### config.mk
export PLATFORM = sky130hd
export DESIGN_NAME = bitstream_loader
export DESIGN_NICKNAME = d
export VERILOG_FILES = /design/src/rtl/bitstream_loader_pkg.sv /design/src/rtl/bitstream_loader_shifter.sv /design/src/rtl/bitstream_loader.sv
export SDC_FILE = /design/constraint.sdc
export NUM_CORES = 1
export LEC_CHECK = 0
export CAP_MARGIN = 40
export CELL_PAD_IN_SITES_DETAIL_PLACEMENT = 1
export CELL_PAD_IN_SITES_GLOBAL_PLACEMENT = 1
export CORE_UTILIZATION = 48
export CTS_CLUSTER_DIAMETER = 200
export DETAILED_ROUTE_END_ITERATION = 6
export GPL_TIMING_DRIVEN = 0
export PLACE_DENSITY_LB_ADDON = 0.12
export SLEW_MARGIN = 20
export SYNTH_ARGS = -nofsm -noshare
export SYNTH_HDL_FRONTEND = slang
export SYNTH_HIERARCHICAL = 1
export SYNTH_SLANG_ARGS = --single-unit
### constraint.sdc
create_clock -name clk -period 5 [get_ports clk]
set_input_delay 1 -clock clk [delete_from_list [all_inputs] [get_ports clk]]
set_output_delay 1 -clock clk [all_outputs]
set_load 0.02 [all_outputs]
### src/rtl/bitstream_loader_pkg.sv
// Shared types and constants for the fabric configuration loader.
package bitstream_loader_pkg;

    localparam int WORD_W = 8;
    localparam int BITS_W = 4;

    typedef enum logic [2:0] {
        S_IDLE    = 3'd0,
        S_LOAD    = 3'd1,
        S_CHECK   = 3'd2,
        S_RELEASE = 3'd3,
        S_DONE    = 3'd4,
        S_ERROR   = 3'd5
    } state_t;

    // Number of bits of the final host word that actually reach the chain.
    function automatic logic [BITS_W-1:0] last_word_bits(input int chain_len);
        if ((chain_len % WORD_W) == 0) begin
            return BITS_W'(WORD_W);
        end else begin
            return BITS_W'(chain_len % WORD_W);
        end
    endfunction

endpackage

### src/rtl/bitstream_loader_shifter.sv
// Holds the current host word and how many of its bits remain to be shifted out.
module loader_shifter
    import bitstream_loader_pkg::*;
(
    input  logic              clk,
    input  logic              rst,
    input  logic              clear,
    input  logic              load,
    input  logic [WORD_W-1:0] load_data,
    input  logic [BITS_W-1:0] load_bits,
    input  logic              shift,
    output logic              bit_out,
    output logic [BITS_W-1:0] bits_left
);

    logic [WORD_W-1:0] sreg_r;
    logic [BITS_W-1:0] cnt_r;

    // Shift register: a load replaces the final unshifted bit in the same cycle.
    always_ff @(posedge clk or posedge rst) begin
        if (rst) begin
            sreg_r <= '0;
            cnt_r  <= '0;
        end else if (clear) begin
            sreg_r <= '0;
            cnt_r  <= '0;
        end else if (load) begin
            sreg_r <= load_data;
            cnt_r  <= load_bits;
        end else if (shift && (cnt_r != '0)) begin
            sreg_r <= {1'b0, sreg_r[WORD_W-1:1]};
            cnt_r  <= cnt_r - BITS_W'(1);
        end
    end

    assign bit_out   = sreg_r[0];
    assign bits_left = cnt_r;

endmodule

### src/rtl/bitstream_loader.sv
// Streams host bytes LSB-first into the fabric scan chain, verifies an XOR
// checksum, then releases the fabric reset after a fixed hold time.
module bitstream_loader
    import bitstream_loader_pkg::*;
#(
    parameter int CHAIN_LEN = 96,
    parameter int RST_HOLD  = 4
) (
    input  logic              clk,
    input  logic              rst,
    input  logic              start,
    input  logic              word_valid,
    input  logic [WORD_W-1:0] word_data,
    output logic              word_ready,
    output logic              prog_en,
    output logic              prog_in,
    output logic              fabric_rst,
    output logic              busy,
    output logic              done,
    output logic              error
);

    localparam int NWORDS  = (CHAIN_LEN + WORD_W - 1) / WORD_W;
    localparam int BIT_CW  = $clog2(CHAIN_LEN + 1);
    localparam int WORD_CW = $clog2(NWORDS + 1);
    localparam int HOLD_CW = $clog2(RST_HOLD + 1);

    localparam logic [BIT_CW-1:0]  LAST_BIT  = BIT_CW'(CHAIN_LEN - 1);
    localparam logic [WORD_CW-1:0] NWORDS_C  = WORD_CW'(NWORDS);
    localparam logic [WORD_CW-1:0] LAST_WORD = WORD_CW'(NWORDS - 1);
    localparam logic [HOLD_CW-1:0] LAST_HOLD = HOLD_CW'(RST_HOLD - 1);

    state_t               state_r;
    state_t               state_s;
    logic [BIT_CW-1:0]    bit_cnt_r;
    logic [WORD_CW-1:0]   word_cnt_r;
    logic [WORD_W-1:0]    csum_r;
    logic [HOLD_CW-1:0]   hold_cnt_r;
    logic                 start_ok_s;
    logic                 accept_s;
    logic                 shift_bit_s;
    logic [BITS_W-1:0]    bits_left_s;
    logic [BITS_W-1:0]    load_bits_s;

    assign start_ok_s  = start && (state_r inside {S_IDLE, S_DONE, S_ERROR});
    assign accept_s    = word_valid && word_ready;
    assign load_bits_s = (word_cnt_r == LAST_WORD) ? last_word_bits(CHAIN_LEN) : BITS_W'(WORD_W);

    loader_shifter u_shifter (
        .clk       (clk),
        .rst       (rst),
        .clear     (start_ok_s),
        .load      (accept_s && (state_r == S_LOAD)),
        .load_data (word_data),
        .load_bits (load_bits_s),
        .shift     (prog_en),
        .bit_out   (shift_bit_s),
        .bits_left (bits_left_s)
    );

    // Outputs decode straight from registered state so reset removes them asynchronously.
    assign prog_en    = (state_r == S_LOAD) && (bits_left_s != '0);
    assign prog_in    = prog_en && shift_bit_s;
    assign fabric_rst = (state_r != S_DONE);
    assign busy       = state_r inside {S_LOAD, S_CHECK, S_RELEASE};
    assign done       = (state_r == S_DONE);
    assign error      = (state_r == S_ERROR);

    // Host handshake: refill when at most one bit is left so words stream without a gap.
    always_comb begin
        word_ready = 1'b0;
        case (state_r)
            S_LOAD:  word_ready = (bits_left_s <= BITS_W'(1)) && (word_cnt_r < NWORDS_C);
            S_CHECK: word_ready = 1'b1;
            default: word_ready = 1'b0;
        endcase
    end

    // Next-state logic.
    always_comb begin
        state_s = state_r;
        case (state_r)
            S_IDLE, S_DONE, S_ERROR: begin
                if (start) state_s = S_LOAD;
                else       state_s = state_r;
            end
            S_LOAD: begin
                if (prog_en && (bit_cnt_r == LAST_BIT)) state_s = S_CHECK;
                else                                    state_s = S_LOAD;
            end
            S_CHECK: begin
                if (accept_s) state_s = (word_data == csum_r) ? S_RELEASE : S_ERROR;
                else          state_s = S_CHECK;
            end
            S_RELEASE: begin
                if (hold_cnt_r == LAST_HOLD) state_s = S_DONE;
                else                         state_s = S_RELEASE;
            end
            default: state_s = S_IDLE;
        endcase
    end

    // State register.
    always_ff @(posedge clk or posedge rst) begin
        if (rst) state_r <= S_IDLE;
        else     state_r <= state_s;
    end

    // Bit, word and checksum accounting for the current load.
    always_ff @(posedge clk or posedge rst) begin
        if (rst) begin
            bit_cnt_r  <= '0;
            word_cnt_r <= '0;
            csum_r     <= '0;
        end else if (start_ok_s) begin
            bit_cnt_r  <= '0;
            word_cnt_r <= '0;
            csum_r     <= '0;
        end else if (state_r == S_LOAD) begin
            if (prog_en) bit_cnt_r <= bit_cnt_r + BIT_CW'(1);
            if (accept_s) begin
                word_cnt_r <= word_cnt_r + WORD_CW'(1);
                csum_r     <= csum_r ^ word_data;
            end
        end
    end

    // Reset-hold timer, running only while in RELEASE.
    always_ff @(posedge clk or posedge rst) begin
        if (rst)                       hold_cnt_r <= '0;
        else if (state_r == S_RELEASE) hold_cnt_r <= hold_cnt_r + HOLD_CW'(1);
        else                           hold_cnt_r <= '0;
    end

endmodule

==> impl_metrics.csv <==
group,metric,value,unit
layout,layout-drive-gt1-share,8.367,%
logic_synthesis,avgSynthCellArea,9.589,um^2
logic_synthesis,synth_area_leaders,"dfrtp_1, nor3b_1, nor2_1",
layout,design_area,0.002502,mm^2
layout,utilization,60.39,%
floorplan,num_rows,23,
placement,place_area,0.002416,mm^2
worst_setup_path,arrival,2.53,ns
sta,tightest_slew,0.9276,ns
logic_synthesis,synth.distinct_cells,47,
placement,place_congestion,0.7664,
logic_synthesis,synth-seq-cells,37,
routing,drt_iter0_markers,125,
sta,fin_crit,3.526,ns
outcome,outcome,"completed",
power,p_sw,0.6375,mW
layout,instances_no_fill,301,
sta,rsz0062_at_grt,"no",
power,seqPwrFrac,35.6,%
routing,drc,0,
sta,max_slew_margin,38.03,%
logic_synthesis,ys.flop_type,"dfrtp_1",
global_routing,grt_pass1_vias,1821,
flow_run,cap_violations,0,
cts,clk_latency,0.29,ns
floorplan,die_width,68.75,um
cts,cts_resized,0,
routing,wirelength,5111,um
worst_hold_path,holdCritPathClass,"reg -> reg",
cts,post-cts-setup-buffers,0,
routing,wl_per_cell,16.98,um
cts,root_buffer,"clkbuf_8",
logic_synthesis,synth_top_cell_by_area,"dfrtp_1",
global_routing,antenna_found_initial,0,
global_routing,grt_max_degree,15,
logic_synthesis,synth_edf_count,0,
sta,setup-tns-final,0,ns
power,pwr-share-clk,14.2,%
power,vdd_drop_max,0.2549,mV
logic_synthesis,synth_area,0.002138,mm^2
cts,cts.path.max_buffers,2,
routing,dr.pass1.iters,4,
power,total_power,1.501,mW
worst_setup_path,crit_path_end_kind,"primary output",
global_routing,grt_pass1_wl,8321,um
placement,numPlacedInstances,294,
worst_setup_path,crit_path_start_kind,"flop",
worst_setup_path,crit_type,"reg -> out",
floorplan,die_h,68.75,um
placement,dp_hpwl,3692,um
routing,vias_per_cell,6.023,
worst_setup_path,cp_max_fo,8,
routing,antenna_left,0,
layout,final_nets,269,
sta,drv_slew,0,
cts,h-tree-depth,2,
sta,final_hold_viol_count,0,
power,leakagePower,1.113,nW
logic_synthesis,synth_top_area_share,43.30,%
layout,nFillCells,482,
layout,syn2layout_area_growth,17.03,%
power,combPwrFrac,50.2,%
layout,multiInputGateArea,0.001111,mm^2
layout,layout_commonest_cell,"dfrtp_1",
logic_synthesis,synth_cells,223,
sta,fmax,283.6,MHz
global_routing,grt-ovfl-total,0,
sta,period_share,70.52,%
floorplan,boundaryPins,19,
placement,port_buffers,18,
cts,path_clk_slew,0.07,ns
floorplan,start_util,51.60,%
layout,n_antenna_cell,0,
logic_synthesis,synthArstFlopShare,100.0,%
power,p_int,0.8637,mW
layout,seqCellArea,925.9,um^2
cts,tritoncts,"yes",
logic_synthesis,ys_seq_area_share,43.30,%
worst_setup_path,required,4.00,ns
cts,cts_buffers,5,
sta,fin_skew,0.004600,ns
logic_synthesis,yosys_warnings,6,
floorplan,die-area,0.004726,mm^2
floorplan,core,0.004144,mm^2
global_routing,grt_util_all_layers,24.41,%
cts,ctsHoldBuffers,0,
routing,num_vias,1813,
power,swShare,42.46,%
cts,clkSinkCount,37,
sta,setup_viol,0,
layout,final_cell_mix,"dfrtp_1, nor2_1, nor3b_1",
power,power.density,599.9,mW/mm^2
[path summary, 6_finish.rpt]
kind	start	end	slack, ns	cells after the start
max	state_r[1]	prog_in	1.47	5
min	hold_cnt_r[0]	hold_cnt_r[0]	0.44	1
max reg2reg	state_r[1]	u_shifter/bits_left[1]	2.49	6
min reg2reg	hold_cnt_r[0]	hold_cnt_r[0]	0.44	1
max in group asynchronous	rst	word_cnt_r[1]	3.39	3
min in group asynchronous	rst	u_shifter/sreg_r[6]	1.06	2
[critical path, stage by stage (launching register included)]
cell and delay (ns):
dfrtp_1 0.44, or3b_1 0.41, buf_6 0.14, nor2_1 0.44, and2_1 0.20, clkdlybuf4s50_1 0.60
[power by group through the flow]
stage          Sequential [mW]  Clock (mW)  Combinational [mW]
2_1_floorplan            0.507           0               0.556
3_3_place_gp             0.531           0               0.704
3_5_place_dp             0.539           0               0.746
4_1_cts                  0.534       0.217               0.755
5_1_grt                  0.553       0.225               0.832
6_report                 0.534       0.214               0.753
[per-stage QoR]
stage	hold WS, ns	setup slack [ns]
floorplan	0.4079	2.234
global placement	0.4222	1.792
detailed placement	0.4363	1.784
CTS	0.4455	1.480
global route	0.4640	1.359
finish	0.4410	1.474
[cell families after synthesis]
| logic type | after synthesis | synth area share, % |
|---|---|---|
| AND/OR/NAND/NOR | 94 | 24.81 |
| AO/OA/AOI/OAI | 46 | 16.62 |
| flip-flops | 37 | 43.30 |
| buffers and inverters | 23 | 5.090 |
| XOR/XNOR | 12 | 4.915 |
| adder cells (fa/ha/maj) | 6 | 3.511 |
| multiplexers | 3 | 1.404 |
| other | 2 | 0.3512 |
[final cells by class]
type	count	share of cell area (%)
Buffer	9	2.250
Timing Repair Buffer	19	8.300
Multi-Input combinational cell	165	44.40
Clock buffer	7	3.450
Tap cell	50	2.500
Inverter	14	2.100
Sequential cell	37	37.00
[synth_stat cells, drive strengths merged (3+ instances only)]
library cell   n
dfrtp         37
nor2          24
nor3b         20
nand2         14
nand3         14
o21ai         14
inv           13
a211o          9
a311oi         8
buf            7
ha             6
xnor2          6
xor2           6
nor4           5
a21oi          3
mux2i          3
nand2b         3
[state kept, by name, summed over array words and instances (netlist names)]
signal	flops
bit_cnt_r	7
csum_r	8
hold_cnt_r	3
state_r	3
u_shifter/bits_left	4
u_shifter/sreg_r	8
word_cnt_r	4
[metal layers]
metal | vias up | GRT usage, % | wire length (um)
li1 | 863 | - | -
met1 | 891 | 28.93 | 2264
met2 | 45 | 43.38 | 2567
met3 | 14 | 4.441 | 154
met4 | 0 | 9.694 | 125
met5 | - | 0 | 0
(Power assumes the default switching activity.)
